`src/rtl/sda_ser.sv`:
```
// Frame serializer for the SDAM link: buffers {addr,data} frames in a small FIFO
// and shifts each one out on sda as START, GAP, 8 addr bits, 16 data bits, STOP.
`timescale 1ns/1ps
module sda_ser #(
   parameter int FIFO_DEPTH = 4,
   parameter int STOP_LEN   = 1
) (
   input  logic        scl,
   input  logic        reset,
   input  logic        in_valid,
   output logic        in_ready,
   input  logic [7:0]  in_addr,
   input  logic [15:0] in_data,
   output logic        sda,
   output logic        busy,
   output logic [3:0]  fifo_level,
   output logic [7:0]  frame_cnt
);

   localparam int              PTR_W      = $clog2(FIFO_DEPTH);
   localparam logic [PTR_W-1:0] PTR_LAST  = PTR_W'(FIFO_DEPTH - 1);
   localparam logic [3:0]      LEVEL_FULL = 4'(FIFO_DEPTH);
   localparam logic [2:0]      STOP_LAST  = 3'(STOP_LEN - 1);

   typedef enum logic [2:0] {IDLE, START, GAP, ADDR, DATA, STOP} state_t;

   state_t           state_q, state_d;
   logic             sda_q, sda_d;
   logic             busy_q, busy_d;
   logic [23:0]      shift_q, shift_d;
   logic [4:0]       bit_cnt_q, bit_cnt_d;
   logic [2:0]       stop_cnt_q, stop_cnt_d;
   logic [7:0]       frame_cnt_q, frame_cnt_d;
   logic [PTR_W-1:0] wr_ptr_q, wr_ptr_d;
   logic [PTR_W-1:0] rd_ptr_q, rd_ptr_d;
   logic [3:0]       level_q, level_d;
   logic [23:0]      mem_q [FIFO_DEPTH];
   logic             push;
   logic             pop;

   function automatic logic [PTR_W-1:0] ptr_inc(input logic [PTR_W-1:0] p);
      return (p == PTR_LAST) ? '0 : p + PTR_W'(1);
   endfunction

   // Readiness comes from the registered level only, so a pop on the same edge never frees a slot early.
   assign in_ready = (level_q != LEVEL_FULL);
   assign push     = in_valid && in_ready;

   always_comb begin
      state_d     = state_q;
      sda_d       = sda_q;
      shift_d     = shift_q;
      bit_cnt_d   = bit_cnt_q;
      stop_cnt_d  = stop_cnt_q;
      frame_cnt_d = frame_cnt_q;
      pop         = 1'b0;
      unique case (state_q)
         IDLE: begin
            sda_d = 1'b1;
            if (level_q != 4'd0) begin
               pop     = 1'b1;
               shift_d = mem_q[rd_ptr_q];
               state_d = START;
               sda_d   = 1'b0;
            end
         end
         START: begin
            state_d = GAP;
            sda_d   = 1'b1;
         end
         GAP: begin
            state_d   = ADDR;
            sda_d     = shift_q[0];
            shift_d   = {1'b0, shift_q[23:1]};
            bit_cnt_d = '0;
         end
         // shift_q holds {data,addr}, so LSB-first shifting sends addr[0..7] then data[0..15].
         ADDR: begin
            sda_d     = shift_q[0];
            shift_d   = {1'b0, shift_q[23:1]};
            bit_cnt_d = bit_cnt_q + 5'd1;
            if (bit_cnt_q == 5'd7) state_d = DATA;
         end
         DATA: begin
            sda_d     = shift_q[0];
            shift_d   = {1'b0, shift_q[23:1]};
            bit_cnt_d = bit_cnt_q + 5'd1;
            if (bit_cnt_q == 5'd23) begin
               state_d    = STOP;
               sda_d      = 1'b1;
               stop_cnt_d = '0;
            end
         end
         STOP: begin
            sda_d = 1'b1;
            if (stop_cnt_q == STOP_LAST) begin
               state_d     = IDLE;
               frame_cnt_d = frame_cnt_q + 8'd1;
            end else begin
               stop_cnt_d = stop_cnt_q + 3'd1;
            end
         end
         default: begin
            state_d = IDLE;
            sda_d   = 1'b1;
         end
      endcase
      busy_d = (state_d != IDLE);
   end

   always_comb begin
      wr_ptr_d = push ? ptr_inc(wr_ptr_q) : wr_ptr_q;
      rd_ptr_d = pop  ? ptr_inc(rd_ptr_q) : rd_ptr_q;
      unique case ({push, pop})
         2'b10:   level_d = level_q + 4'd1;
         2'b01:   level_d = level_q - 4'd1;
         default: level_d = level_q;
      endcase
   end

   always_ff @(posedge scl) begin
      if (reset) begin
         state_q     <= IDLE;
         sda_q       <= 1'b1;
         busy_q      <= 1'b0;
         shift_q     <= '0;
         bit_cnt_q   <= '0;
         stop_cnt_q  <= '0;
         frame_cnt_q <= '0;
         wr_ptr_q    <= '0;
         rd_ptr_q    <= '0;
         level_q     <= '0;
      end else begin
         state_q     <= state_d;
         sda_q       <= sda_d;
         busy_q      <= busy_d;
         shift_q     <= shift_d;
         bit_cnt_q   <= bit_cnt_d;
         stop_cnt_q  <= stop_cnt_d;
         frame_cnt_q <= frame_cnt_d;
         wr_ptr_q    <= wr_ptr_d;
         rd_ptr_q    <= rd_ptr_d;
         level_q     <= level_d;
      end
   end

   always_ff @(posedge scl) begin
      if (push && !reset) mem_q[wr_ptr_q] <= {in_data, in_addr};
   end

   assign sda        = sda_q;
   assign busy       = busy_q;
   assign fifo_level = level_q;
   assign frame_cnt  = frame_cnt_q;

endmodule

```
`config.mk`:
```
export PLATFORM = sky130hd
export DESIGN_NAME = sda_ser
export DESIGN_NICKNAME = d
export VERILOG_FILES = /design/src/rtl/sda_ser.sv
export SDC_FILE = /design/constraint.sdc
export NUM_CORES = 1
export LEC_CHECK = 0
export BUFFER_PORTS_ARGS = -buffer_cell sky130_fd_sc_hd__buf_2
export CELL_PAD_IN_SITES_DETAIL_PLACEMENT = 0
export CELL_PAD_IN_SITES_GLOBAL_PLACEMENT = 1
export CORE_MARGIN = 2
export CORE_UTILIZATION = 50
export CTS_CLUSTER_SIZE = 24
export DETAILED_ROUTE_END_ITERATION = 8
export HOLD_SLACK_MARGIN = 0.03
export PLACE_DENSITY = 0.88
export SLEW_MARGIN = 15
export SYNTH_ARGS = -nofsm -noshare
export SYNTH_HDL_FRONTEND = slang
export SYNTH_SLANG_ARGS = --single-unit
```
`constraint.sdc`:
```
create_clock -name scl -period 3.8 [get_ports scl]
set_input_delay 0.76 -clock scl [delete_from_list [all_inputs] [get_ports scl]]
set_output_delay 0.76 -clock scl [all_outputs]
set_load 0.01 [all_outputs]
```
### Yosys cells after proc, flatten, opt, wreduce, memory -nomap -nowiden

Memory sizes are Yosys's and may differ from the RTL's. A register that Yosys moved wholly into a read port is not among the register bits.
Index checks and enable logic that the tools add are counted.

* flip-flop bits (word level): 53
* memory bits (writable): 96
* input bits: 27
* output and inout port bits: 15
* word-level logic and storage cells: 73
* memories kept: 1

Memories
* mem_q: depth 4, width 24, read ports 1, clocked after Yosys merged registers in 1, write ports 1, line 37 `logic [23:0] mem_q [FIFO_DEPTH];`

* add/subtract/negate cells: 7
* equality and inequality tests: 15
* muxes and demuxes: 23
* reductions and logical operators: 17

Operator list (count)
* 24-bit one-hot mux with 2 select lines: 1
* 24-bit two-way mux: 1
* 3-bit two-way mux: 6
* 3-bit one-hot mux with 6 select lines: 1
* 5-bit one-hot mux with 2 select lines: 1
* 8-bit by 1-bit adder with 8-bit output (second input constant): 1
* 2-bit two-way mux: 4
* 4-bit one-hot mux with 2 select lines: 1
* 2-bit nonzero test: 4
* 2-bit == test (second input constant): 3
* 3-bit by 2-bit == test with 1-bit output (second input constant): 2
* 3-bit == test (second input constant): 2
* 3-bit zero test: 2
* 1-bit two-way mux: 6
* 2-bit inequality test (second input constant): 3
* 3-bit one-hot mux with 2 select lines: 1
* 5-bit by 1-bit adder with 5-bit output (second input constant): 1
* 5-bit by 3-bit == test with 1-bit output (second input constant): 1
* 5-bit == test (second input constant): 1
* 2-bit by 1-bit adder with 2-bit output (second input constant): 2
* 4-bit by 1-bit adder with 4-bit output (second input constant): 1
* 4-bit by 3-bit inequality test with 1-bit output (second input constant): 1
* 2-bit AND reduction: 2
* 4-bit nonzero test: 1
* other kinds (11): 13

### Longest topological paths before layout

Gate-level depths: netlist of the first run.

* depth after elaboration: 5
* mapped depth: 11
* depth with buffers taken out: 9

### Least setup slack after synthesis of the first run

OpenSTA, ideal clock, no wires.

* path kind: reg2reg
* from: register level_q[0], in the netlist fifo_level[0]
* to: register level_q[3], in the netlist fifo_level[3]
* data arrival time: 2.682 ns
* data required time: 3.729 ns
* setup slack: 1.048 ns
* stages on the path, launching flop included: 11
* period minus slack after synthesis: 2.752 ns
* path through: dfxtp_1 -> or4_4 -> buf_6 -> and3b_1 -> clkbuf_1 -> ha_1 -> ha_1 -> a21oi_1 -> a21oi_1 -> or4_1 -> a21oi_1

* longest elaborated chain between the ends: 5
* elaborated cells between the ends (all ways): 11
* those cells by class: add/sub (2); eq/ne (3); mux (3); reduce/logical (3)

Ends and longest elaborated chain
* from (decl): line 36 `logic [3:0] level_q, level_d;`
* from (signal assigned): line 143 `level_q <= level_d;`
* 4-bit nonzero test (*): line 60 `if (level_q != 4'd0) begin`
* 1-bit two-way mux (*): line 60
* 1-bit two-way mux (*): line 57 `unique case (state_q)`
* named net pop: line 39 `logic pop;`
* 2-bit by 1-bit == test with 1-bit output / 2-bit == test (equally long branches): line 114 `unique case ({push, pop})`
* 4-bit one-hot mux with 2 select lines / 2-bit nonzero test (equally long branches)

Mark *: on every way through the listed nets, which the timed path passes. The rest lies on a longest branch.
A chain may end at the register's enable or synchronous reset.

### Final worst setup path of the first run

* from: register level_q[0], in the netlist fifo_level[0]
* to: register level_q[3], in the netlist fifo_level[3]

* longest elaborated chain between the ends: 5
* elaborated cells between the ends (all ways): 11
* those cells by class: add/sub (2); eq/ne (3); mux (3); reduce/logical (3)

Ends and longest elaborated chain (line)
* 4-bit nonzero test: 60
* 1-bit two-way mux: 60
* 1-bit two-way mux: 57
* 2-bit by 1-bit == test with 1-bit output / 2-bit == test (equally long branches): 114
* 4-bit one-hot mux with 2 select lines / 2-bit nonzero test (equally long branches)

Parallel ways exist; a longest one is shown, timed or not.

==> results.rst, run 1 <==
.. list-table::
   :header-rows: 1

   * - Metric
     - Value
   * - Pre-CTS worst setup slack
     - 866 ps
   * - Average via count per standard cell
     - roughly 5.7
   * - Synth Cell Area
     - 6150 sq um
   * - Tightest slew margin relative to the limit
     - 0.471
   * - Number of rows created at floorplan
     - 40
   * - Initial antenna violation count
     - 0
   * - Leakage power
     - 2.44 nW
   * - Die width
     - around 110 microns
   * - Grt met1 use
     - 0.231
   * - # IOs
     - 42
   * - Setup repair after global routing missed its margin
     - no
   * - Global-route layer with the greatest usage
     - met2
   * - Count of nets after finishing
     - around 530
   * - Count of endpoints failing hold in the final timing report
     - 0
   * - Weighted congestion at the end of routability-driven global placement
     - 0.763
   * - Maximum buffer depth of the clock tree
     - 2
   * - Global routing usage on met3
     - 0.0490
   * - Fraction of power consumed by combinational cells
     - 0.237
   * - Clock-pin slew reported for the worst setup and hold paths after clock tree synthesis
     - around 60 ps
   * - Global Route met2 Usage
     - 0.298
   * - Synthesis-to-layout area growth
     - 14.1%
   * - Clk Latency, worst-skew pair
     - 420 ps
   * - Post-Route WL
     - roughly 11,000 microns
   * - Wirelength per Cell
     - 17.0 microns
   * - Required time of the worst setup path
     - 4150 ps
   * - Aggregate global routing overflow
     - 0
   * - Via Count
     - 3,715
   * - Clock tree from TritonCTS
     - yes
   * - Root Buffer Master
     - sky130_fd_sc_hd__clkbuf_16
   * - Core Area
     - roughly 12,000 sq um
   * - Internal power contribution
     - 0.00328 W
   * - Post-synthesis sequential element count
     - roughly 150
   * - Tightest hold margin
     - 481 ps
   * - Least setup slack across all paths after layout
     - a little over 800 ps
   * - Commonest non-fill, non-tap cells in the layout
     - sky130_fd_sc_hd__edfxtp_1, sky130_fd_sc_hd__dfxtp_1, sky130_fd_sc_hd__nor2_1
   * - Drt initial violations
     - approximately 240
   * - Pin count of the biggest net entering global routing
     - 36
   * - Worst min path class
     - flip-flop to flip-flop
   * - Total of max-cap violations
     - 0
   * - Number of global-route vias before repair
     - 3,641
   * - Overall Global Routing Usage
     - 0.183
   * - Mean instance size in the synthesized netlist
     - roughly 14 sq um
   * - Library cells used by synthesis
     - 50
   * - Most frequent standard cell in the layout excluding fill and tap cells
     - sky130_fd_sc_hd__edfxtp_1
   * - Total setup violations reported at the end of the flow
     - 0
   * - Gates resized, CTS repair
     - 0
   * - Pwr per Cell Area
     - 669 nW/um^2
   * - Global-route wire length before repair
     - 18,200 microns
   * - Quantity of hold-fixing buffers added after cts
     - 0
   * - Type of the setup path with the least slack
     - flip-flop to flip-flop
   * - Sequential Power Share
     - 0.432
   * - Type of origin of the critical path
     - flip-flop
   * - Highest net fanout along the worst path
     - 25
   * - Remaining design rule violation count
     - 0
   * - DIE HEIGHT
     - 115 microns
   * - Layout Cells excl Fill
     - 649
   * - Maximum clock skew at final layout
     - 12.6 ps
   * - Post CTS Setup Buffer Count
     - 0
   * - Final cycle utilization of the critical path
     - 0.782
   * - Actual slew at the worst max-slew pin
     - about 790 ps
   * - DP Cell Count
     - around 620
   * - Peak supply drop
     - approximately 0.44 mV
   * - Crit path arrival time
     - roughly 3300 ps
   * - Pins over their slew limit
     - 0
   * - Clock share of power
     - 0.331
   * - Share of synthesized area occupied by flip-flops and latches
     - 0.648
   * - Net Count, Synth
     - 489
   * - Detail Placement HPWL
     - ~6700 microns
   * - Share of layout cells above drive strength 1
     - 0.217
   * - H-tree depth reported by CTS
     - 4
   * - Input/output buffers
     - slightly above 40
   * - Final TNS setup
     - 0 ps
   * - Final min period
     - 2970 ps
   * - Maximum operating frequency
     - 336 MHz
   * - Number of clock sinks
     - about 150
   * - Number of instances in the synthesized netlist
     - 449
   * - Outcome
     - completed
   * - Number of warnings reported in the yosys synthesis log
     - 0
   * - Net switching share of the total power
     - 0.302
   * - Clock buffers created by TritonCTS
     - 17
   * - Total inserted antenna cells
     - 0
   * - NetSw
     - 0.00142 W
   * - Post-route ant nets
     - 0
   * - Capturing element type of the critical path
     - flip-flop
   * - 1st-pass router iterations
     - 4
   * - Initial cell density of the core
     - 0.512
   * - Floorplan die area
     - 13,200 sq um
cells in the mapped netlist, drive strengths merged:
master,instances,share of area
or3,1,0.0010
and3b,2,0.0028
xor2,2,0.0028
nand3b,1,0.0012
a21boi,1,0.0012
ha,12,0.024
or4,2,0.0031
and3,4,0.0041
inv,10,0.0061
o221ai,1,0.0014
edfxtp,96,0.47
xnor2,7,0.010
clkbuf,14,0.0087
nor4,4,0.0041
dfxtp,55,0.18
mux4,24,0.088
mux2,2,0.0037
nand4,1,0.0010
or2,1,0.0010
a32oi,2,0.0028
a22oi,1,0.0012
a21oi,15,0.012
o22ai,3,0.0031
nor3b,2,0.0033
buf,15,0.015
nand2,38,0.026
o21ba,1,0.0016
fa,1,0.0033
a41oi,2,0.0028
a311oi,24,0.034
nor2b,3,0.0031
and2,4,0.0041
o21ai,9,0.0073
a211oi,4,0.0049
nor3,2,0.0016
a21o,1,0.0012
and4b,1,0.0016
nand3,30,0.024
or4b,1,0.0016
o31ai,1,0.0012
nand2b,3,0.0031
nor2,46,0.028
stage by stage:
step / total power (W) / instance area [sq um] / util
finish: 0.00470 / 7020 / 0.584
global route: 0.00494 / 7020 / 0.584
global placement: 0.00314 / 6460 / 0.538
CTS: 0.00475 / 7020 / 0.584
detailed placement: 0.00318 / 6460 / 0.538
floorplan: 0.00296 / 6150 / -
state kept, by name, summed over array words and instances (netlist names), named ones only:
signal	count
rd_ptr_q	2
fifo_level	4
sda	1
bit_cnt_q	5
frame_cnt	8
stop_cnt_q	3
shift_q	24
mem_q	96
busy	1
wr_ptr_q	2
state_q	3
layout make-up:
type                            instances  area (sq um)
Inverter                               10          37.5
Tap cell                              147           184
Timing Repair Buffer                   50           273
Clock buffer                           19           433
Sequential cell                       151          3980
Multi-Input combinational cell        259          1990
Fill cell                             934          4990
Clock inverter                         13           123
power groups by stage:
stage          Clock, W  Combinational [W]  Sequential, W
2_1_floorplan         0           0.000933        0.00203
3_3_place_gp          0            0.00109        0.00205
3_5_place_dp          0            0.00112        0.00206
4_1_cts         0.00159            0.00113        0.00203
5_1_grt         0.00165            0.00124        0.00205
6_report        0.00155            0.00111        0.00203
worst max-delay path, stage by stage, from the launching register on:
cell	delay, ps
sky130_fd_sc_hd__dfxtp_1	360
sky130_fd_sc_hd__or4_4	710
sky130_fd_sc_hd__and3b_1	320
sky130_fd_sc_hd__ha_1	230
sky130_fd_sc_hd__ha_1	330
sky130_fd_sc_hd__a21oi_1	190
sky130_fd_sc_hd__a21oi_1	120
sky130_fd_sc_hd__or4_1	470
sky130_fd_sc_hd__a21oi_1	150
kinds of logic (layout without fill, tap and decap cells):
group | count (synthesis) | count (layout) | synth area share
fa+ha+maj | 13 | 13 | 0.0277
xor+xnor | 9 | 9 | 0.0128
flops | 151 | 151 | 0.648
buf+inv | 39 | 92 | 0.0297
compound gates | 65 | 65 | 0.0753
simple gates | 146 | 146 | 0.115
mux | 26 | 26 | 0.0915
metal layers:
metal  routed length (microns)  vias to the layer above
li1                          -                     1784
met1                      4740                     1820
met2                      5570                       98
met3                       548                       13
met4                       174                        0
met5                         0                        -
final timing paths:
check	start	endpoint	slack [ps]	depth (start not counted)
hold / removal	stop_cnt_q[0]	stop_cnt_q[0]	480	2
setup / recovery	fifo_level[0]	fifo_level[3]	830	8
setup reg to reg	fifo_level[0]	fifo_level[3]	830	8
hold reg to reg	stop_cnt_q[0]	stop_cnt_q[0]	480	2
No activity file was read; power rests on OpenSTA's default activity.
==> run 2: changes to the inputs <==
Settings changed: ABC_AREA from default to 1, CORE_UTILIZATION 50 to 42, PLACE_DENSITY 0.88 to 0.84.
Clock period 3.8 ns to 2.38 ns, I/O delays scaled along.
==> run 2 against run 1 <==
- power grew 81%
- worst setup slack lost 530 ps
- critical path depth grew 6
- area after synthesis grew 4.6%
- global-route usage shrank 1.2 points
- die area grew 24%
- clock power grew 77%
- largest power group unchanged
==> results.rst, run 2 <==
.. list-table::
   :header-rows: 1

   * - Metric
     - Value
   * - Outcome
     - completed
   * - DIE HEIGHT
     - 128 microns (+11%)
   * - Final cycle utilization of the critical path
     - 0.875 (+0.0923)
   * - Root Buffer Master
     - sky130_fd_sc_hd__clkbuf_16
   * - Die width
     - 128 microns (+11%)
   * - FF-to-FF End
     - fifo_level[3]
   * - Fraction of post-synthesis cell area in the top cell type by area
     - 0.448 (-0.0208)
   * - Pins over their slew limit
     - 0 (unchanged)
   * - Number of synthesized flops with an enable pin
     - 96 (unchanged)
   * - Post-Route WL
     - 12,800 microns (+16%)
   * - Final TNS setup
     - 0 ps (unchanged)
   * - Leakage power
     - 3.08 nW (+26%)
   * - Capturing element type of the critical path
     - flip-flop
   * - Floorplan die area
     - 16,300 sq um (+24%)
   * - Least setup slack across all paths after layout
     - 298 ps (-529 ps)
   * - Synthesis-to-layout area growth
     - 15.4%
   * - Global-route wire length before repair
     - 21,800 microns (+20%)
   * - Clock buffers created by TritonCTS
     - 17 (unchanged)
   * - Maximum buffer depth of the clock tree
     - 2 (unchanged)
   * - Kind of cell adding the most delay to the critical path
     - simple AND/OR/NAND/NOR gates
   * - Post-synth top area cell
     - sky130_fd_sc_hd__edfxtp_1
   * - Share of synthesized area occupied by flip-flops and latches
     - 0.619 (-0.0287)
   * - Drt initial violations
     - 279 (+17%)
   * - Library cells used by synthesis
     - 27 (-46%)
   * - Type of origin of the critical path
     - flip-flop
   * - Crit-path max cell delay
     - 420 ps (-290 ps)
   * - CP most frequent cell
     - sky130_fd_sc_hd__nand2_1
   * - Top cell types by occurrence after synthesis
     - sky130_fd_sc_hd__nand2_1, sky130_fd_sc_hd__nor2_1, sky130_fd_sc_hd__edfxtp_1, sky130_fd_sc_hd__dfxtp_1, sky130_fd_sc_hd__a21oi_1
   * - Actual slew at the worst max-slew pin
     - 674 ps (-119 ps)
   * - Start point of the worst hold path
     - in_data[0]
   * - Cell count of the worst hold path
     - 1 (-1)
   * - Total inserted antenna cells
     - 0 (unchanged)
   * - Net Count, Synth
     - 736 (+51%)
   * - Commonest register cell after synthesis
     - sky130_fd_sc_hd__edfxtp_1
   * - Maximum operating frequency
     - 480 MHz (+43%)
   * - Number of clock sinks
     - 151 (unchanged)
   * - # IOs
     - 42 (unchanged)
   * - Ordered list of cells on the worst path
     - inv_1 > nand2_1 > nor2_1 > nand2_1 > inv_1 > ha_1 > ha_1 > nand2_1 > nand2_1 > nor2_1 > nand2_1 > nand2_1 > nand2_1 > a21oi_1
   * - Clk Latency, worst-skew pair
     - 420 ps (about the same)
   * - Type of the setup path with the least slack
     - flip-flop to flip-flop
   * - Number of rows created at floorplan
     - 45 (+13%)
   * - Maximum clock skew at final layout
     - 10.4 ps (-2.20 ps)
   * - Required time of the worst setup path
     - 2740 ps (-1410 ps)
   * - Synth Cell Area
     - 6440 sq um (+4.6%)
   * - Initial cell density of the core
     - 0.427 (-0.0855)
   * - Initial antenna violation count
     - 0 (unchanged)
   * - Mean instance size in the synthesized netlist
     - 9.25 sq um (-32%)
   * - Total of max-cap violations
     - 0 (unchanged)
   * - Post-synthesis sequential element count
     - 151 (unchanged)
   * - Register-to-Register Path Depth
     - 14 (+6)
   * - Final min period
     - 2080 ps (-891 ps)
   * - Detail Placement HPWL
     - 7800 microns (+16%)
   * - Worst flop-to-flop path startpoint
     - state_q[1]
   * - H-tree depth reported by CTS
     - 4 (unchanged)
   * - Input/output buffers
     - 41 (unchanged)
   * - Crit path arrival time
     - 2440 ps (-880 ps)
   * - Count of endpoints failing hold in the final timing report
     - 0 (unchanged)
   * - Synth area leaders
     - sky130_fd_sc_hd__edfxtp_1, sky130_fd_sc_hd__dfxtp_1, sky130_fd_sc_hd__nand2_1, sky130_fd_sc_hd__nor2_1, sky130_fd_sc_hd__a21oi_1
   * - Pin count of the biggest net entering global routing
     - 49 (+36%)
   * - Core Area
     - 15,100 sq um (+26%)
   * - Number of warnings reported in the yosys synthesis log
     - 0 (unchanged)
   * - Number of instances in the synthesized netlist
     - 696 (+55%)
   * - Wirelength per Cell
     - 13.7 microns (-19%)
   * - Most instantiated library cell after synthesis
     - sky130_fd_sc_hd__nand2_1
   * - Highest net fanout along the worst path
     - 5 (-80%)
   * - Tightest slew margin relative to the limit
     - 0.550 (+0.0795)
   * - Commonest non-fill, non-tap cells in the layout
     - sky130_fd_sc_hd__nand2_1, sky130_fd_sc_hd__nor2_1, sky130_fd_sc_hd__edfxtp_1
   * - Slowest CP cell
     - sky130_fd_sc_hd__dfxtp_1
   * - Clock-pin slew reported for the worst setup and hold paths after clock tree synthesis
     - 60 ps (about the same)
   * - Peak supply drop
     - 0.564 mV (+28%)
   * - Count of nets after finishing
     - 777 (+47%)
   * - Register with the most flip-flops
     - mem_q
   * - Clock tree from TritonCTS
     - yes
   * - Reg-to-reg setup timing slack
     - 300 ps (-530 ps)
   * - Detailed-route wire length on metal 1
     - 5750 microns (+21%)
   * - Met3 wire length
     - 409 microns (-25%)
   * - Number of global-route vias before repair
     - 4,508 (+24%)
   * - Combined buffer and inverter count along the critical path
     - 2 (+2)
   * - Overall Global Routing Usage
     - 0.171 (-0.0124)
   * - Share of layout cells above drive strength 1
     - 0.123 (-0.0945)
   * - Post-route ant nets
     - 0 (unchanged)
   * - Total setup violations reported at the end of the flow
     - 0 (unchanged)
   * - Weighted congestion at the end of routability-driven global placement
     - 0.737 (-3.4%)
   * - Total met2 wirelength after detailed routing
     - 6480 microns (+16%)
   * - Gates resized, CTS repair
     - 0 (unchanged)
   * - Ys async rst share
     - 0 (unchanged)
   * - Quantity of hold-fixing buffers added after cts
     - 0 (unchanged)
   * - Most frequent standard cell in the layout excluding fill and tap cells
     - sky130_fd_sc_hd__nand2_1
   * - Final Total Pwr
     - 0.00849 W (+81%)
   * - Top routing layer used
     - met4
   * - Pwr per Cell Area
     - 1140 nW/um^2 (+71%)
   * - Sink of the worst hold path
     - mem_q[0][8]
   * - Pre-CTS worst setup slack
     - 307 ps (-559 ps)
   * - Post CTS Setup Buffer Count
     - 0 (unchanged)
   * - Via Count
     - 4,616 (+24%)
   * - 1st-pass router iterations
     - 4 (unchanged)
   * - Aggregate global routing overflow
     - 0 (unchanged)
   * - Flip-flop count of the largest register, all copies and words added
     - 96 (unchanged)
   * - Remaining design rule violation count
     - 0 (unchanged)
   * - Worst min path class
     - input port to flip-flop
   * - Average via count per standard cell
     - 4.92 (-14%)
   * - Setup repair after global routing missed its margin
     - no
run 2: power by group:
part	leakage, nW	internal, W	switching, W
combinational	1.46	0.000829	0.00162
clock	0.293	0.00177	0.000982
sequential	1.32	0.00313	0.000156
total	3.08	0.00573	0.00275
run 2: layout make-up:
cell class	instances	area, sq um
Clock buffer	22	454
Timing Repair Buffer	52	313
Fill cell	1404	7660
Sequential cell	151	3980
Clock inverter	10	154
Inverter	36	135
Multi-Input combinational cell	479	2150
Tap cell	188	235
run 2: metal layers:
metal | vias to the layer above | track usage
li1 | 2378 | -
met1 | 2154 | 0.206
met2 | 69 | 0.297
met3 | 15 | 0.0455
met4 | 0 | 0.0608
met5 | - | 0
run 2: worst register-to-register path, stage by stage (launching register included):
cell and delay, ps:
sky130_fd_sc_hd__dfxtp_1 420, sky130_fd_sc_hd__inv_1 80, sky130_fd_sc_hd__nand2_1 90, sky130_fd_sc_hd__nor2_1 40
sky130_fd_sc_hd__nand2_1 130, sky130_fd_sc_hd__inv_1 100, sky130_fd_sc_hd__ha_1 270, sky130_fd_sc_hd__ha_1 360
sky130_fd_sc_hd__nand2_1 110, sky130_fd_sc_hd__nand2_1 60, sky130_fd_sc_hd__nor2_1 100, sky130_fd_sc_hd__nand2_1 60
sky130_fd_sc_hd__nand2_1 50, sky130_fd_sc_hd__nand2_1 40, sky130_fd_sc_hd__a21oi_1 100
run 2: how the worst max path moves through the flow:
| stage | from | end | slack [ps] | cells after the start |
|---|---|---|---|---|
| finish | state_q[1] | fifo_level[3] | 300 | 14 |
| global placement | state_q[1] | fifo_level[3] | 410 | 14 |
| floorplan | reset | mem_q[3][0] | 10 | 4 |
| detailed placement | fifo_level[3] | fifo_level[2] | 310 | 10 |
| CTS | fifo_level[3] | fifo_level[2] | 280 | 10 |
| global route | state_q[1] | fifo_level[3] | 20 | 14 |
run 2: logic make-up (layout without fill, tap and decap cells):
| kind of cell | after synthesis | count (layout) | share of synthesized area |
|---|---|---|---|
| flip-flops | 151 | 151 | 0.619 |
| buffers and inverters | 66 | 120 | 0.0484 |
| AO/OA/AOI/OAI | 86 | 86 | 0.0673 |
| adder cells (fa/ha/maj) | 13 | 13 | 0.0264 |
| AND/OR/NAND/NOR | 375 | 375 | 0.232 |
| XOR/XNOR | 5 | 5 | 0.00680 |
run 2: through the flow:
stage                      util  cells  hold slack [ps]  area [sq um]
after floorplan               -    696              447          6440
after global placement    0.452    906              459          6820
after detailed placement  0.452    906              483          6820
after CTS                 0.492    938              255          7430
after global routing      0.492    938              260          7430
final                     0.492    938              261          7430
==> run 3: changes to the inputs <==
Settings changed: CORE_UTILIZATION 42 to 44, CTS_BUF_LIST from default to sky130_fd_sc_hd__clkbuf_4, PLACE_DENSITY 0.84 to 0.87.
==> run 3 against run 2 <==
- critical path depth stayed put
- worst hold slack lost 120 ps
- largest cell class unchanged
- critical path type unchanged
- register-to-register slack got worse by 30 ps
- highest routed layer unchanged
==> results.rst, run 3 (synthesis results as in run 2) <==
.. list-table::
   :header-rows: 1

   * - Metric
     - Value
   * - Via Count
     - 4,591 (-0.54%)
   * - Die width
     - 125 microns (-2.2%)
   * - Initial antenna violation count
     - 1 (+1)
   * - CP most frequent cell
     - sky130_fd_sc_hd__nand2_1
   * - Crit path arrival time
     - 2590 ps (+150 ps)
   * - Average via count per standard cell
     - 4.90 (-0.33%)
   * - Clk Latency, worst-skew pair
     - 540 ps (+120 ps)
   * - Maximum clock skew at final layout
     - 23.5 ps (+13.1 ps)
   * - Remaining design rule violation count
     - 0 (unchanged)
   * - Final min period
     - 2120 ps (+34.9 ps)
   * - Most frequent standard cell in the layout excluding fill and tap cells
     - sky130_fd_sc_hd__nand2_1
   * - Initial cell density of the core
     - 0.446 (+0.0197)
   * - Tightest slew margin relative to the limit
     - 0.609 (+0.0586)
   * - Synthesis-to-layout area growth
     - 9.35%
   * - Required time of the worst setup path
     - 2850 ps (+110 ps)
   * - Weighted congestion at the end of routability-driven global placement
     - 0.797 (+8.2%)
   * - Setup repair after global routing missed its margin
     - no
   * - Core Area
     - 14,400 sq um (-4.4%)
   * - Outcome
     - completed
   * - Tightest hold margin
     - 143 ps (-117 ps)
   * - Worst min path class
     - input port to flip-flop
   * - Register with the most flip-flops
     - mem_q
   * - Post-layout utilization of the core
     - 0.488 (-0.00418)
   * - Global-route wire length before repair
     - 20,900 microns (-3.8%)
   * - DIE HEIGHT
     - 125 microns (-2.2%)
   * - Post-Route WL
     - 12,600 microns (-1.6%)
   * - Worst flop-to-flop path startpoint
     - state_q[1]
   * - Cell count of the worst hold path
     - 1 (unchanged)
   * - Kind of cell adding the most delay to the critical path
     - simple AND/OR/NAND/NOR gates
   * - Combined buffer and inverter count along the critical path
     - 2 (unchanged)
   * - Peak supply drop
     - 0.469 mV (-17%)
   * - Number of global-route vias before repair
     - 4,320 (-4.2%)
   * - Maximum buffer depth of the clock tree
     - 2 (unchanged)
   * - Wirelength per Cell
     - 13.5 microns (-1.4%)
   * - 1st-pass router iterations
     - 4 (unchanged)
   * - FF-to-FF End
     - fifo_level[3]
   * - Aggregate global routing overflow
     - 0 (unchanged)
   * - Clock tree from TritonCTS
     - yes
   * - Register-to-Register Path Depth
     - 14 (unchanged)
   * - Reg-to-reg setup timing slack
     - 260 ps (-30 ps)
   * - # IOs
     - 42 (unchanged)
   * - Gates resized, CTS repair
     - 0 (unchanged)
   * - Final Total Pwr
     - 0.00706 W (-17%)
   * - Number of clock sinks
     - 151 (unchanged)
   * - Post-route ant nets
     - 0 (unchanged)
   * - Final TNS setup
     - 0 ps (unchanged)
   * - Crit-path max cell delay
     - 450 ps (+30 ps)
   * - Share of layout cells above drive strength 1
     - 0.132 (+0.00916)
   * - Maximum operating frequency
     - 472 MHz (-1.6%)
   * - Pins over their slew limit
     - 0 (unchanged)
   * - Type of the setup path with the least slack
     - flip-flop to flip-flop
   * - Post CTS Setup Buffer Count
     - 0 (unchanged)
   * - Flip-flop count of the largest register, all copies and words added
     - 96 (unchanged)
   * - Total of max-cap violations
     - 0 (unchanged)
   * - Input/output buffers
     - 41 (unchanged)
   * - Start point of the worst hold path
     - in_addr[3]
   * - Clock-pin slew reported for the worst setup and hold paths after clock tree synthesis
     - 140 ps (+80 ps)
   * - Leakage power
     - 2.91 nW (-5.6%)
   * - Overall Global Routing Usage
     - 0.169 (-0.00244)
   * - Clock buffers created by TritonCTS
     - 17 (unchanged)
   * - Total setup violations reported at the end of the flow
     - 0 (unchanged)
   * - Floorplan die area
     - 15,600 sq um (-4.4%)
   * - Actual slew at the worst max-slew pin
     - 580 ps (-93.3 ps)
   * - H-tree depth reported by CTS
     - 4 (unchanged)
   * - Sink of the worst hold path
     - mem_q[0][3]
   * - Type of origin of the critical path
     - flip-flop
   * - Pwr per Cell Area
     - 1000 nW/um^2 (-12%)
   * - Root Buffer Master
     - sky130_fd_sc_hd__clkbuf_4
   * - Ordered list of cells on the worst path
     - inv_1 > nand2_1 > nor2_1 > nand2_1 > inv_1 > ha_1 > ha_1 > nand2_1 > nand2_1 > nor2_1 > nand2_1 > nand2_1 > nand2_1 > a21oi_1
   * - Commonest non-fill, non-tap cells in the layout
     - sky130_fd_sc_hd__nand2_1, sky130_fd_sc_hd__nor2_1, sky130_fd_sc_hd__edfxtp_1
   * - Drt initial violations
     - 267 (-4.3%)
   * - Count of nets after finishing
     - 778 (+0.13%)
   * - Quantity of hold-fixing buffers added after cts
     - 0 (unchanged)
   * - Capturing element type of the critical path
     - flip-flop
   * - Final cycle utilization of the critical path
     - 0.889 (+0.0146)
   * - Pin count of the biggest net entering global routing
     - 49 (unchanged)
   * - Detail Placement HPWL
     - 7560 microns (-3.1%)
   * - Slowest CP cell
     - sky130_fd_sc_hd__dfxtp_1
   * - Count of endpoints failing hold in the final timing report
     - 0 (unchanged)
   * - Number of rows created at floorplan
     - 44 (-2.2%)
   * - Highest net fanout along the worst path
     - 5 (unchanged)
run 3: through the flow:
step	area [sq um]	instances	worst slack (ps)
3_5_place_dp	6800	903	308
3_3_place_gp	6800	903	410
2_1_floorplan	6440	696	12.2
4_1_cts	7040	935	282
5_1_grt	7040	936	70.3
6_report	7040	936	263
run 3: report_power, final:
| group | total (W) | switching [W] | internal (W) | leakage [nW] |
|---|---|---|---|---|
| logic | 0.00241 | 0.00161 | 0.000798 | 1.46 |
| clock network | 0.00136 | 0.000917 | 0.000445 | 0.126 |
| registers | 0.00329 | 0.000164 | 0.00313 | 1.32 |
| total | 0.00706 | 0.00269 | 0.00437 | 2.91 |
run 3: final cells by class:
cell class              count  area, sq um
well taps                 184          230
inverters                  36          135
repair buffers             53          295
flip-flops and latches    151         3980
multi-input cells         479         2150
fillers                  1351         7390
diodes                      1         2.50
clock inverters            13         97.6
clock buffers              19          143
run 3: per-layer routing:
metal	track usage	vias to the layer above	share of wire
li1	-	2377	-
met4	0.0556	0	0.011
met5	0	-	0
met2	0.288	90	0.49
met3	0.0484	12	0.046
met1	0.207	2112	0.46
run 3: worst max path at each step:
stage                    start  cells past startpoint  slack [ps]             to
floorplan                reset                      4          10    mem_q[3][0]
finish              state_q[1]                     14         260  fifo_level[3]
detailed placement  state_q[1]                     14         310  fifo_level[3]
CTS                 state_q[1]                     14         280  fifo_level[3]
global route        state_q[1]                     14          70  fifo_level[3]
global placement    state_q[1]                     14         410  fifo_level[3]
run 3: worst register-to-register path: stages, from the launching register on:
cell and delay (ps):
sky130_fd_sc_hd__dfxtp_1 450, sky130_fd_sc_hd__inv_1 90, sky130_fd_sc_hd__nand2_1 100, sky130_fd_sc_hd__nor2_1 50
sky130_fd_sc_hd__nand2_1 120, sky130_fd_sc_hd__inv_1 100, sky130_fd_sc_hd__ha_1 270, sky130_fd_sc_hd__ha_1 360
sky130_fd_sc_hd__nand2_1 110, sky130_fd_sc_hd__nand2_1 50, sky130_fd_sc_hd__nor2_1 90, sky130_fd_sc_hd__nand2_1 50
sky130_fd_sc_hd__nand2_1 60, sky130_fd_sc_hd__nand2_1 50, sky130_fd_sc_hd__a21oi_1 110
